**src/rtl/riscv_fetch_stage.sv**
```systemverilog
// riscv_fetch_stage: instruction fetch stage feeding decode.
// Owns the fetch PC and issues in-order requests to instruction memory.
// Responses are buffered in a small FIFO that is presented to decode.
// Requests use a credit rule: FIFO entries plus in-flight requests never exceed FIFO_DEPTH.
// A redirect flushes the FIFO, retargets fetch, and marks in-flight responses for dropping.
// Optional feature macro: FETCH_MISALIGN_TRAP_EN.
//   When defined, a misaligned redirect halts fetch and raises fetch_misalign_o.
//   When undefined, the low two redirect bits are ignored.
//
// Handshakes:
//   imem request: accepted on the cycle where imem_req_o && imem_gnt_i.
//     While a request is ungranted, imem_addr_o holds steady.
//     A redirect may retarget an ungranted request.
//   Decode output: an instruction is consumed on the cycle where valid && decode_ready_i.
//     Nothing is consumed while redirect_i is high.
module riscv_fetch_stage #(
  parameter logic [31:0] RESET_PC   = 32'h0000_0000,
  parameter int unsigned FIFO_DEPTH = 4
) (
  input  logic        risc_clk,
  input  logic        risc_rst,
  output logic        imem_req_o,
  output logic [31:0] imem_addr_o,
  input  logic        imem_gnt_i,
  input  logic        imem_rvalid_i,
  input  logic [31:0] imem_rdata_i,
  input  logic        redirect_i,
  input  logic [31:0] redirect_pc_i,
  input  logic        decode_ready_i,
  output logic [31:0] instruction,
  output logic [31:0] pc_o,
  output logic        valid
`ifdef FETCH_MISALIGN_TRAP_EN
  ,
  output logic        fetch_misalign_o
`endif
);

  localparam int PW = $clog2(FIFO_DEPTH);
  localparam int CW = PW + 1;
  localparam logic [31:0] NOP = 32'h0000_0013;

  logic [31:0]   fetch_pc;
  logic [31:0]   resp_pc;
  logic [CW-1:0] outstanding;
  logic [CW-1:0] outstanding_nxt;
  logic [CW-1:0] drop_cnt;
  logic [CW-1:0] count;
  logic [PW-1:0] rd_ptr;
  logic [PW-1:0] wr_ptr;
  logic [63:0]   mem [FIFO_DEPTH];  // {pc, instruction}
  logic [CW:0]   credit_used;
  logic [31:0]   redirect_tgt;
  logic          halted;
  logic          grant;
  logic          drop;
  logic          push;
  logic          pop;

`ifdef FETCH_MISALIGN_TRAP_EN
  assign redirect_tgt = redirect_pc_i;
  assign halted       = fetch_misalign_o;

  // Misalign flag: set by a misaligned redirect, cleared by an aligned one.
  always_ff @(posedge risc_clk) begin
    if (risc_rst) begin
      fetch_misalign_o <= 1'b0;
    end else if (redirect_i) begin
      fetch_misalign_o <= |redirect_pc_i[1:0];
    end
  end
`else
  logic unused_pc_bits;
  assign unused_pc_bits = ^redirect_pc_i[1:0];
  assign redirect_tgt   = {redirect_pc_i[31:2], 2'b00};
  assign halted         = 1'b0;
`endif

  // Credit: a slot is reserved for every buffered or in-flight instruction.
  assign credit_used = {1'b0, count} + {1'b0, outstanding};
  assign imem_req_o  = !risc_rst && !halted && (credit_used < (CW+1)'(FIFO_DEPTH));
  assign imem_addr_o = fetch_pc;

  assign grant = imem_req_o && imem_gnt_i;
  assign drop  = imem_rvalid_i && (drop_cnt != '0);
  assign push  = imem_rvalid_i && !drop && !redirect_i;
  assign valid = (count != '0);
  assign pop   = valid && decode_ready_i && !redirect_i;

  // No bypass: decode only ever sees the registered FIFO head.
  assign instruction = valid ? mem[rd_ptr][31:0]  : NOP;
  assign pc_o        = valid ? mem[rd_ptr][63:32] : 32'h0;

  // In-flight count after this cycle's grant and response.
  always_comb begin
    outstanding_nxt = outstanding;
    if (grant && !imem_rvalid_i) begin
      outstanding_nxt = outstanding + CW'(1);
    end else if (!grant && imem_rvalid_i) begin
      outstanding_nxt = outstanding - CW'(1);
    end
  end

  // FIFO storage; it holds no reset because occupancy is tracked separately.
  always_ff @(posedge risc_clk) begin
    if (push) begin
      mem[wr_ptr] <= {resp_pc, imem_rdata_i};
    end
  end

  // PCs, credits, drop counter and FIFO pointers; redirect overrides push and pop.
  always_ff @(posedge risc_clk) begin
    if (risc_rst) begin
      fetch_pc    <= RESET_PC;
      resp_pc     <= RESET_PC;
      outstanding <= '0;
      drop_cnt    <= '0;
      count       <= '0;
      rd_ptr      <= '0;
      wr_ptr      <= '0;
    end else begin
      outstanding <= outstanding_nxt;
      if (redirect_i) begin
        fetch_pc <= redirect_tgt;
        resp_pc  <= redirect_tgt;
        drop_cnt <= outstanding_nxt;
        count    <= '0;
        rd_ptr   <= '0;
        wr_ptr   <= '0;
      end else begin
        if (grant) begin
          fetch_pc <= fetch_pc + 32'd4;
        end
        if (drop) begin
          drop_cnt <= drop_cnt - CW'(1);
        end
        if (push) begin
          resp_pc <= resp_pc + 32'd4;
          wr_ptr  <= wr_ptr + PW'(1);
        end
        if (pop) begin
          rd_ptr <= rd_ptr + PW'(1);
        end
        case ({push, pop})
          2'b10:   count <= count + CW'(1);
          2'b01:   count <= count - CW'(1);
          default: count <= count;
        endcase
      end
    end
  end

endmodule

```
**config.mk**
```make
export PLATFORM = sky130hd
export DESIGN_NAME = riscv_fetch_stage
export DESIGN_NICKNAME = d
export VERILOG_FILES = /design/src/rtl/riscv_fetch_stage.sv
export SDC_FILE = /design/constraint.sdc
export NUM_CORES = 1
export LEC_CHECK = 0
export BUFFER_PORTS_ARGS = -buffer_cell sky130_fd_sc_hd__buf_2
export CAP_MARGIN = 15
export CORE_ASPECT_RATIO = 0.7
export CORE_UTILIZATION = 61
export DETAILED_ROUTE_END_ITERATION = 16
export PLACE_DENSITY = 0.83
export REMOVE_ABC_BUFFERS = 1
export SLEW_MARGIN = 25
export SYNTH_ARGS = -nofsm -noshare
export SYNTH_HDL_FRONTEND = slang
export SYNTH_SLANG_ARGS = --single-unit
```
**constraint.sdc**
```tcl
create_clock -name risc_clk -period 7 [get_ports risc_clk]
set_input_delay 0.35 -clock risc_clk [delete_from_list [all_inputs] [get_ports risc_clk]]
set_output_delay 0.35 -clock risc_clk [all_outputs]
set_load 0.01 [all_outputs]
```
* Word-level counts from Yosys, hierarchy flattened *
Memories as Yosys holds them, arrays and structs flattened. A register that Yosys moved wholly into a read port is not among the register bits.
Index checks and enable logic that the tools add are counted.

storage, ports and cells
  flip-flop bits (word level) = 77
  RAM bits = 256
  output and inout bits = 98
  word-level logic and storage cells = 59
  memories kept = 1

memories
  name  depth  width  rd ports  clocked after Yosys merged registers in  wr ports  RTL line  RTL
  mem   4      64     1         1                                        1         51        logic [63:0] mem [FIFO_DEPTH];

cells by class
  add/sub/neg operators = 10
  $lt $le $gt $ge = 1
  eq/ne operators = 2
  mux-type cells = 15
  reduce and logical (&&, ||, !) cells = 21

operator list
  cell                                                  number
  two-way mux 32 bit                                    6
  adder 32 x 3 -> 32 bit (second input constant)        2
  two-way mux 3 bit                                     4
  logical AND 1 bit                                     9
  subtractor 3 x 1 -> 3 bit (second input constant)     3
  nonzero test 2 bit                                    4
  adder 3 x 1 -> 3 bit (second input constant)          2
  one-hot mux 3 bit (2 select lines)                    1
  nonzero test 3 bit                                    2
  zero test 1 bit                                       5
  adder 2 x 1 -> 2 bit (second input constant)          2
  adder 3 x 3 -> 4 bit                                  1
  < comparator 4 x 3 -> 1 bit (second input constant)   1
  two-way mux 2 bit                                     2
  equality test 2 x 1 -> 1 bit (second input constant)  1
  equality test 2 bit (second input constant)           1
  two-way mux 1 bit                                     2
  OR reduction 2 bit                                    1

* Logic depth before layout (Yosys ltp) *
  depth after elaboration = 9
  gate-level depth with buffers = 11

* Least setup slack after synthesis *
OpenSTA, ideal clock, no wires.

  path type = register -> register
  from = register drop_cnt[0]
  to = memory mem[0][0] (enable)
  arrival time = 2.552 ns
  setup slack = 4.021 ns
  stages on the path, launching flop included = 6
  buffers on the path = 0
  cells stage by stage = dfxtp_1 -> inv_1 -> ha_1 -> nand3b_1 -> nor2_1 -> and2_1

on the way
  longest elaborated chain between the ends = 7

RTL lines
  element                                  RTL line  RTL
  start, declared                          47        logic [CW-1:0] drop_cnt;
  start signal, assigned                   126       drop_cnt <= outstanding_nxt;
  start signal, assigned                   135       drop_cnt <= drop_cnt - CW'(1);
  nonzero test 3 bit                       85        assign drop = imem_rvalid_i && (drop_cnt != '0);
  logical AND 1 bit                        85
  zero test 1 bit                          86        assign push = imem_rvalid_i && !drop && !redirect_i;
  logical AND 1 bit (2 in a row)           86
  two-way mux 1 bit                        106       if (push) begin
  two-way mux 1 bit (implied by the code)  107       mem[wr_ptr] <= {resp_pc, imem_rdata_i};
  end, declared                            51

Every way passes these cells.

==> results.yml <==
worst_setup_path:
  reg2reg_depth: 6
  reg2reg_to: "mem[0][41]$_DFFE_PP_"
  startpoint_type: "register"
  worstSetupPathType: "register to primary output"
  r2r_setup_slack_ns: 4.07
  path_max_fanout: 49
  crit_arrival_ns: 2.76
  worstSetupEndpointType: "primary output"
  crit_required_ns: 6.65
  r2r_start: "drop_cnt[0]$_SDFFE_PP0P_"
global_route:
  grt_max_degree: 65
  grt.total_usage_pct: 25.6
  grt_pass1_wl_um: 43500
  antenna_found_initial: 2
  grt-ovfl-total: 0
  grt_pass1_vias: 7737
timing:
  timing.final.crit_share_pct: 44.4
  tightest_slew_ns: 1.06
  rsz0062_at_grt: "false"
  finalCriticalPeriod_ns: 3.11
  clock_skew_ns: 0.0130
  hold_viol_final: 0
  final.setup.tns_ns: 0
  fmax_mhz: 322
  maxSlewHeadroom_pct: 28.9
  finalMaxSlewViolations: 0
  timing.final.ws_setup_ns: 3.89
  finalSetupViolations: 0
floorplan:
  fp.dieW_um: 179
  fp-row-count: 44
  io_pins: 168
  start_util_pct: 63.3
  core_um2: 21100
  dieArea_um2: 22500
  die_h_um: 126
detailed_routing:
  dr.pass1.iters: 5
  post_drt_wl_per_cell_um: 21.3
  via_count: 7891
  wirelength_um: 28200
  via_per_inst: 5.96
  ant_nets: 0
  drc: 0
  drt-initial-drc-count: 631
logic_synthesis:
  synth-xor-area-share_pct: 4.20
  synth_edf_count: 248
  yosysWarnings: 0
  synth-simple-area-share_pct: 9.01
  synth_area_um2: 13300
  ys_ff_latch: 323
  yosys_most_used_dff: "edfxtp_1"
  synthCells: 864
  yosysTopAreaCell: "edfxtp_1"
  synth_cell_type_count: 46
  synthAdderAreaFrac_pct: 1.45
  synthTopCellsByArea: "edfxtp_1 56%, dfxtp_1 11%, mux4_2 10%, nor2b_1 2.8%, xor2_1 2.5%"
  synth_compound_area_share_pct: 5.05
  ys_seq_area_share_pct: 67.1
  muxShareOfSynthArea_pct: 10.7
  synthArstFlopShare_pct: 0
  synth_top_family_by_area: "multiplexers"
  post_synth.cell_area_avg_um2: 15.4
  yosysTopAreaCellShare_pct: 55.8
run_status:
  outcome: "complete, no violations"
pwr:
  cellPowerDensity_nw_per_um2: 265
  design_power_total_w: 0.00406
  p_leak_nw: 5.36
  vdd_drop_max_v: 0.000195
cells_and_area:
  fin_nets: 1106
  fin_area_um2: 15300
  drive_gt1_share_pct: 27.7
  syn_to_final_growth_pct: 14.7
clock_tree:
  cts.clk_slew.worst_paths_ns: 0.06
  cts_root_buffer: "clkbuf_16"
  cts_resized: 0
  clockBufferDepth: 3
  cts_buffers: 29
  cts_setup_buffers: 0
  cts_htree_levels: 1
  clk_latency_ns: 0.54
  cts_sinks: 323
  ctsHoldBuffers: 0
  tritoncts: "yes"
place:
  place_area_um2: 14400
  io_buffer_count: 161
  place.gp.congestion: 0.812
  pre_cts_ws_ns: 4.10
  dpl.hpwl_um: 16900
min_path:
  hold-path-cell-count: 1
  hp-start: "imem_rdata_i[27]"
  hold_class: "input port to register"
  holdPathEnd: "mem[0][27]$_DFFE_PP_"
flow_run:
  maxCapViolations: 0
[area by class of cell]
class	instances	area, um^2
repair buffers	170	877
clock buffers	44	802
multi-input cells	464	4090
flip-flops and latches	323	8950
well taps	276	345
clock inverters	10	103
diodes	2	5.00
fillers	1344	5780
inverters	34	128
[state kept, by name, summed over array words and instances, names as in the netlist, named ones only]
name	flops
drop_cnt	3
outstanding	3
mem	248
count	3
wr_ptr	2
rd_ptr	2
imem_addr_o	30
resp_pc	30
[through the flow]
stage               utilization [%]  std cells  hold WS, ns
floorplan                         -        821        0.422
global placement               68.2       1267        0.495
detailed placement             68.2       1267        0.513
CTS                            72.5       1321      0.00742
global route                   72.6       1323     0.000471
finish                         72.6       1323       0.0318
[cells in the mapped netlist (5+ instances only)]
| cell | number |
|---|---|
| a21oi_1 | 26 |
| clkbuf_1 | 31 |
| nand2_1 | 28 |
| inv_1 | 34 |
| a21boi_0 | 34 |
| and3_1 | 9 |
| nand3_1 | 13 |
| edfxtp_1 | 248 |
| xnor2_1 | 26 |
| xor2_1 | 38 |
| a211oi_1 | 5 |
| o21a_1 | 18 |
| nor2_1 | 27 |
| o21ai_0 | 11 |
| dfxtp_1 | 75 |
| buf_2 | 10 |
| ha_1 | 13 |
| nor2b_1 | 59 |
| nor3_1 | 14 |
| and2_1 | 6 |
| nand4_1 | 32 |
| mux4_2 | 62 |
[per-layer routing]
| metal | track usage [%] | wire length (um) |
|---|---|---|
| met5 | 0 | 0 |
| met4 | 6.73 | 556 |
| met3 | 3.80 | 2030 |
| met2 | 40.2 | 13400 |
| met1 | 38.0 | 12300 |
[cells in the final DEF (no fill, tap or decap), types with 29 or more instances in the layout]
| master | n |
|---|---|
| edfxtp_1 | 248 |
| buf_2 | 161 |
| dfxtp_1 | 73 |
| mux4_2 | 62 |
| nor2b_1 | 59 |
| xor2_1 | 38 |
| a21boi_0 | 34 |
| inv_1 | 34 |
| nand4_1 | 32 |
| clkbuf_16 | 29 |
[critical path, stage by stage (launching register included)]
cell and delay (ns):
dfxtp_4 0.54, buf_6 0.62, mux4_2 0.58, or2_2 0.29
buf_2 0.15
[cell families after synthesis]
family / count (synthesis)
adder cells (fa/ha/maj): 15
AND/OR/NAND/NOR: 213
flip-flops: 323
multiplexers: 65
other: 1
XOR/XNOR: 64
AO/OA/AOI/OAI: 103
buffers and inverters: 80
[worst max-delay path by stage]
| stage | to | depth (start not counted) | slack (ns) |
|---|---|---|---|
| 5_1_grt | instruction[4] | 4 | 3.73 |
| 3_3_place_gp | imem_addr_o[23]$_SDFFE_PP0P_ | 6 | 4.17 |
| 3_5_place_dp | mem[1][10]$_DFFE_PP_ | 6 | 4.10 |
| 6_report | instruction[0] | 4 | 3.89 |
| 4_1_cts | instruction[0] | 4 | 3.56 |
| 2_1_floorplan | count[2]$_SDFFE_PP0P_ | 8 | 1.98 |
[power breakdown]
group	switching (W)	total [W]	internal [W]
sequential	0.0000635	0.00222	0.00215
clock	0.000659	0.00152	0.000864
combinational	0.000182	0.000322	0.000141
total	0.000904	0.00406	0.00316
No activity file was read; power rests on OpenSTA's default activity.
